--- src/rtl/pll_seq_pkg.sv ---
// rtl/pll_seq_pkg.sv - State encodings and counter sizing helper for the DDR3 PLL sequencer
package pll_seq_pkg;

    typedef enum logic [2:0] {
        S_RESET_HOLD = 3'd0,
        S_WAIT_LOCK  = 3'd1,
        S_EN_CLK2    = 3'd2,
        S_EN_CLK0    = 3'd3,
        S_RUN        = 3'd4
    } pll_state_t;

    // Wide enough to hold the limit itself, so a counter never wraps before its compare.
    function automatic int cnt_width(input int limit);
        return $clog2(limit) + 1;
    endfunction

endpackage

--- src/rtl/sync_2ff.sv ---
// rtl/sync_2ff.sv - Two-flop synchroniser for a single asynchronous bit, resets to 0
module sync_2ff (
    input  logic clk,
    input  logic reset,
    input  logic d,
    output logic q
);

    logic meta;

    always_ff @(posedge clk) begin
        if (reset) begin
            meta <= 1'b0;
            q    <= 1'b0;
        end else begin
            meta <= d;
            q    <= meta;
        end
    end

endmodule

--- src/rtl/pll_ddr3_sequencer.sv ---
// rtl/pll_ddr3_sequencer.sv - DDR3 PLL bring-up: reset, lock qualify, enclk2 then enclk0, release DDR reset
module pll_ddr3_sequencer
    import pll_seq_pkg::*;
#(
    parameter int RST_CYCLES   = 16,
    parameter int LOCK_STABLE  = 256,
    parameter int LOCK_TIMEOUT = 65535,
    parameter int EN_GAP       = 8,
    parameter int CNT_W        = 8
) (
    input  logic             clkin,
    input  logic             reset,
    input  logic             pll_lock_i,
    input  logic             relock_req,
    output logic             pll_reset_o,
    output logic             enclk0_o,
    output logic             enclk2_o,
    output logic             ddr_rst_o,
    output logic             ready_o,
    output logic             timeout_o,
    output logic [CNT_W-1:0] lock_loss_o,
    output logic [2:0]       state_o
);

    localparam int PH_LIM = (RST_CYCLES > EN_GAP) ? RST_CYCLES : EN_GAP;
    localparam int PH_W   = cnt_width(PH_LIM);
    localparam int STB_W  = cnt_width(LOCK_STABLE);
    localparam int TMO_W  = cnt_width(LOCK_TIMEOUT);

    localparam logic [PH_W-1:0]  RST_LAST = PH_W'(RST_CYCLES - 1);
    localparam logic [PH_W-1:0]  GAP_LAST = PH_W'(EN_GAP - 1);
    localparam logic [STB_W-1:0] STB_LIM  = STB_W'(LOCK_STABLE);
    localparam logic [TMO_W-1:0] TMO_LIM  = TMO_W'(LOCK_TIMEOUT);

    pll_state_t       state, state_nxt;
    logic [PH_W-1:0]  phase_cnt, phase_nxt;
    logic [STB_W-1:0] stable_cnt, stable_nxt;
    logic [TMO_W-1:0] tmo_cnt, tmo_nxt;
    logic             lock;
    logic             tmo_hit;
    logic             loss_hit;

    sync_2ff u_lock_sync (
        .clk   (clkin),
        .reset (reset),
        .d     (pll_lock_i),
        .q     (lock)
    );

    // Limits are compared against the incremented value so each state lasts exactly its limit.
    always_comb begin
        state_nxt  = state;
        phase_nxt  = '0;
        stable_nxt = '0;
        tmo_nxt    = '0;
        tmo_hit    = 1'b0;
        loss_hit   = 1'b0;
        case (state)
            S_WAIT_LOCK: begin
                stable_nxt = lock ? stable_cnt + 1'b1 : '0;
                tmo_nxt    = tmo_cnt + 1'b1;
                if (stable_nxt == STB_LIM) begin
                    state_nxt = S_EN_CLK2;
                end else if (tmo_nxt == TMO_LIM) begin
                    state_nxt = S_RESET_HOLD;
                    tmo_hit   = 1'b1;
                end
            end
            S_EN_CLK2: begin
                phase_nxt = phase_cnt + 1'b1;
                if (!lock) begin
                    state_nxt = S_RESET_HOLD;
                    loss_hit  = 1'b1;
                end else if (phase_cnt == GAP_LAST) begin
                    state_nxt = S_EN_CLK0;
                end
            end
            S_EN_CLK0: begin
                phase_nxt = phase_cnt + 1'b1;
                if (!lock) begin
                    state_nxt = S_RESET_HOLD;
                    loss_hit  = 1'b1;
                end else if (phase_cnt == GAP_LAST) begin
                    state_nxt = S_RUN;
                end
            end
            S_RUN: begin
                if (!lock) begin
                    state_nxt = S_RESET_HOLD;
                    loss_hit  = 1'b1;
                end else if (relock_req) begin
                    state_nxt = S_RESET_HOLD;
                end
            end
            default: begin
                phase_nxt = phase_cnt + 1'b1;
                state_nxt = (phase_cnt == RST_LAST) ? S_WAIT_LOCK : S_RESET_HOLD;
            end
        endcase
        if (state_nxt != state) begin
            phase_nxt  = '0;
            stable_nxt = '0;
            tmo_nxt    = '0;
        end
    end

    // Outputs decode the next state so they change on the edge that enters a state.
    always_ff @(posedge clkin) begin
        if (reset) begin
            state       <= S_RESET_HOLD;
            phase_cnt   <= '0;
            stable_cnt  <= '0;
            tmo_cnt     <= '0;
            pll_reset_o <= 1'b1;
            enclk0_o    <= 1'b0;
            enclk2_o    <= 1'b0;
            ddr_rst_o   <= 1'b1;
            ready_o     <= 1'b0;
            timeout_o   <= 1'b0;
            lock_loss_o <= '0;
        end else begin
            state       <= state_nxt;
            phase_cnt   <= phase_nxt;
            stable_cnt  <= stable_nxt;
            tmo_cnt     <= tmo_nxt;
            pll_reset_o <= (state_nxt == S_RESET_HOLD);
            enclk2_o    <= (state_nxt == S_EN_CLK2) || (state_nxt == S_EN_CLK0) || (state_nxt == S_RUN);
            enclk0_o    <= (state_nxt == S_EN_CLK0) || (state_nxt == S_RUN);
            ddr_rst_o   <= (state_nxt != S_RUN);
            ready_o     <= (state_nxt == S_RUN);
            timeout_o   <= tmo_hit;
            if (loss_hit && (lock_loss_o != {CNT_W{1'b1}})) begin
                lock_loss_o <= lock_loss_o + 1'b1;
            end
        end
    end

    assign state_o = state;

endmodule

--- config.mk ---
export PLATFORM = sky130hd
export DESIGN_NAME = pll_ddr3_sequencer
export DESIGN_NICKNAME = d
export VERILOG_FILES = /design/src/rtl/pll_seq_pkg.sv /design/src/rtl/sync_2ff.sv /design/src/rtl/pll_ddr3_sequencer.sv
export SDC_FILE = /design/constraint.sdc
export NUM_CORES = 1
export LEC_CHECK = 0
export CAP_MARGIN = 20
export CORE_AREA = 2 2 71 73
export CTS_BUF_LIST = sky130_fd_sc_hd__clkbuf_4 sky130_fd_sc_hd__clkbuf_8 sky130_fd_sc_hd__clkbuf_16
export DETAILED_ROUTE_END_ITERATION = 10
export DIE_AREA = 0 0 73 75
export MAX_ROUTING_LAYER = met4
export PLACE_DENSITY = 0.76
export SYNTH_ARGS = -nofsm -noshare
export SYNTH_HDL_FRONTEND = slang
export SYNTH_HIERARCHICAL = 1
export SYNTH_SLANG_ARGS = --single-unit
--- constraint.sdc ---
create_clock -name clkin -period 3 [get_ports clkin]
set_input_delay 0.3 -clock clkin [delete_from_list [all_inputs] [get_ports clkin]]
set_output_delay 0.3 -clock clkin [all_outputs]
set_load 0.05 [all_outputs]
==> flow_summary.json <==
{
  "utilization_pct": 62.4,
  "holdPathEnd": "u_lock_sync/q$_SDFF_PP0_",
  "final_nets": 315,
  "setup.worst_path.start_class": "flop",
  "tritoncts": "built",
  "r2r_setup_slack_ps": 440,
  "layout-drive-gt1-share_pct": 7.84,
  "gp_congestion": 0.905,
  "hp-class": "flop to flop",
  "reg2reg_to": "stable_cnt[5]$_SDFF_PP0_",
  "synthCells": 291,
  "place_hpwl_um": 3530,
  "asyncSetResetFlopFracSynth_pct": 0,
  "first_global_vias": 1823,
  "finalWirelength_um": 4950,
  "drt-initial-drc-count": 129,
  "hp-start": "u_lock_sync/meta$_SDFF_PP0_",
  "required_ps": 3180,
  "synth_top_area_share_pct": 38.9,
  "status": "completed",
  "route.vias.total": 2064,
  "p_int_uw": 934,
  "p_per_area_mw_per_mm2": 400,
  "fmax_ghz": 0.391,
  "r2r_start": "tmo_cnt[0]$_SDFF_PP0_",
  "finalSetupTns_ps": 0,
  "root_buffer": "clkbuf_8",
  "critPathKind": "flop to flop",
  "final_max_slew_viol_count": 0,
  "area_growth_pct": 12.8,
  "die_area_mm2": 0.00548,
  "htree_levels": 2,
  "max-clock-path-buffers": 2,
  "power_frac_seq_pct": 57.7,
  "cts_sinks": 50,
  "cp_max_fo": 23,
  "dpl_cell_area_mm2": 0.00279,
  "synth_area_mm2": 0.00258,
  "synth-edff-count": 0,
  "gr-usage-all-layers_pct": 20.1,
  "drv_cap": 0,
  "dpl_worst_slack_ps": 465,
  "drtAntennaViolNets": 0,
  "clkPwrFrac_pct": 40.8,
  "layout_setup_ws_ps": 444,
  "antennaDiodeCount": 0,
  "fin_crit_ps": 2560,
  "dpl.cell_count": 352,
  "holdBufCountCts": 0,
  "start_util_pct": 55.3,
  "grt_max_degree": 30,
  "reg2reg_depth": 8,
  "avgRoutedWirePerCell_um": 13.8,
  "clkTransAtPathRegs_ps": 90,
  "final_hold_viol_count": 0,
  "ys_seq_area_share_pct": 38.9,
  "grt_pass1_wl_um": 8310,
  "final_area_mm2": 0.00291,
  "cts_resized": 0,
  "rsz0062_at_grt": "false",
  "yosysMostFrequentCell": "dfxtp_1",
  "ys_ff_latch": 50,
  "ys.flop_type": "dfxtp_1",
  "synth_area_leaders": "dfxtp_1 39%, xnor2_1 5.8%, xor2_1 5.4%",
  "die_width_um": 73,
  "yosys.area.top_type": "dfxtp_1",
  "syn_nets": 301,
  "num_rows": 25,
  "fin_crit_sh_pct": 85.2,
  "yosysUniqueCellTypes": 52,
  "skew_ps": 9.76,
  "fp.dieH_um": 75,
  "antenna_found_initial": 0,
  "slew_headroom_pct": 58.6,
  "fin_cells": 360,
  "p_switching_uw": 230,
  "ios": 21,
  "via_per_inst": 5.73,
  "core_mm2": 0.00466,
  "p_leak_nw": 1.03,
  "drc": 0,
  "cts-buffers-inserted": 5,
  "clk_latency_ps": 310,
  "cp.arrival_ps": 2740,
  "p_sw_share_pct": 19.8,
  "synth_commonest_cells": "50 x dfxtp_1, 31 x nor2_1, 19 x nand2_1",
  "endpoint_kind": "flop",
  "yosys_warnings": 6,
  "worst_slew_pin_slew_ps": 622,
  "postSynthAreaPerCell_um2": 8.85,
  "vdd_drop_max_v": 0.000244,
  "hold_depth": 1,
  "grt.overflow.total": 0,
  "port_buffers": 20,
  "postCtsSetupRepairBufs": 0,
  "first_pass_iters": 4,
  "pwr-share-comb_pct": 1.5,
  "setup_viol": 0
}
through the flow:
stage | total power [mW] | hold WS (ps)
floorplan | 0.697 | 372
global placement | 0.704 | 418
global route | 1.21 | 462
CTS | 1.18 | 450
finish | 1.16 | 446
detailed placement | 0.705 | 428
area by class of cell:
type / instances / area [µm²]
sequential: 50 / 1000
tap: 54 / 67.6
clock inverter: 2 / 37.5
timing repair buffer: 22 / 228
multi-input combinational: 214 / 1450
fill: 405 / 1750
inverter: 12 / 45.0
clock buffer: 6 / 76.3
cells in the final DEF (no fill, tap or decap), types with 2 or more instances in the layout:
cell,instances
dfxtp_1,50
nor2_1,31
clkdlybuf4s50_1,20
nand2_1,19
xnor2_1,17
xor2_1,16
nor3_1,15
nand3_1,14
inv_1,12
nor4_1,12
nand4_1,9
and4_1,6
o21ai_0,6
ha_1,6
a21oi_1,5
nor2b_1,5
clkbuf_8,5
and3_1,4
nor3_2,4
or3_1,3
a31oi_1,3
and4b_1,3
or2_2,2
and2_1,2
or4_1,2
nor4_4,2
mux2i_1,2
o211ai_1,2
o32ai_1,2
cells by family after synthesis:
family / synth area share [%]
muxes: 0.777
adders and majority gates: 2.91
xor gates and xnor gates: 11.2
DFF: 38.9
and+or+nand+nor: 33.4
AOI/OAI and AO/OA: 8.06
buffers and inverters: 4.81
critical path: stages, from the launching register on:
cell	delay (ps)
dfxtp_1	500
ha_1	380
nand3_1	270
nor4_4	330
xor2_1	170
o211ai_1	170
nor3b_4	340
buf_12	220
nor4_1	70
per-layer routing:
| layer | vias to the layer above | share of wire (%) | track usage [%] |
|---|---|---|---|
| li1 | 1065 | - | - |
| met1 | 966 | 47 | 25.4 |
| met2 | 26 | 48 | 31.7 |
| met3 | 7 | 2.7 | 4.02 |
| met4 | 0 | 1.9 | 8.02 |
| met5 | - | 0 | - |
state kept, by name (all words and copies together), names as in the netlist:
register,cells
tmo_cnt,17
stable_cnt,9
lock_loss_o,8
phase_cnt,5
state_o,3
ddr_rst_o,1
enclk0_o,1
enclk2_o,1
pll_reset_o,1
ready_o,1
timeout_o,1
u_lock_sync/meta,1
u_lock_sync/q,1
power groups by stage:
stage	registers, mW	logic (mW)	clock network, mW
4_1_cts	0.672	0.0176	0.491
6_report	0.672	0.0174	0.475
3_5_place_dp	0.687	0.0175	0
5_1_grt	0.672	0.0196	0.517
2_1_floorplan	0.686	0.0109	0
3_3_place_gp	0.687	0.0173	0
how the worst max path moves through the flow:
stage	end	startpoint	slack, ps	depth (start not counted)
floorplan	tmo_cnt[13]$_SDFF_PP0_	tmo_cnt[1]$_SDFF_PP0_	760	9
detailed placement	tmo_cnt[4]$_SDFF_PP0_	tmo_cnt[0]$_SDFF_PP0_	460	8
global route	stable_cnt[5]$_SDFF_PP0_	tmo_cnt[0]$_SDFF_PP0_	250	8
CTS	stable_cnt[5]$_SDFF_PP0_	tmo_cnt[0]$_SDFF_PP0_	450	8
finish	stable_cnt[5]$_SDFF_PP0_	tmo_cnt[0]$_SDFF_PP0_	440	8
global placement	stable_cnt[5]$_SDFF_PP0_	tmo_cnt[0]$_SDFF_PP0_	550	8
No activity file was read; power rests on OpenSTA's default activity.
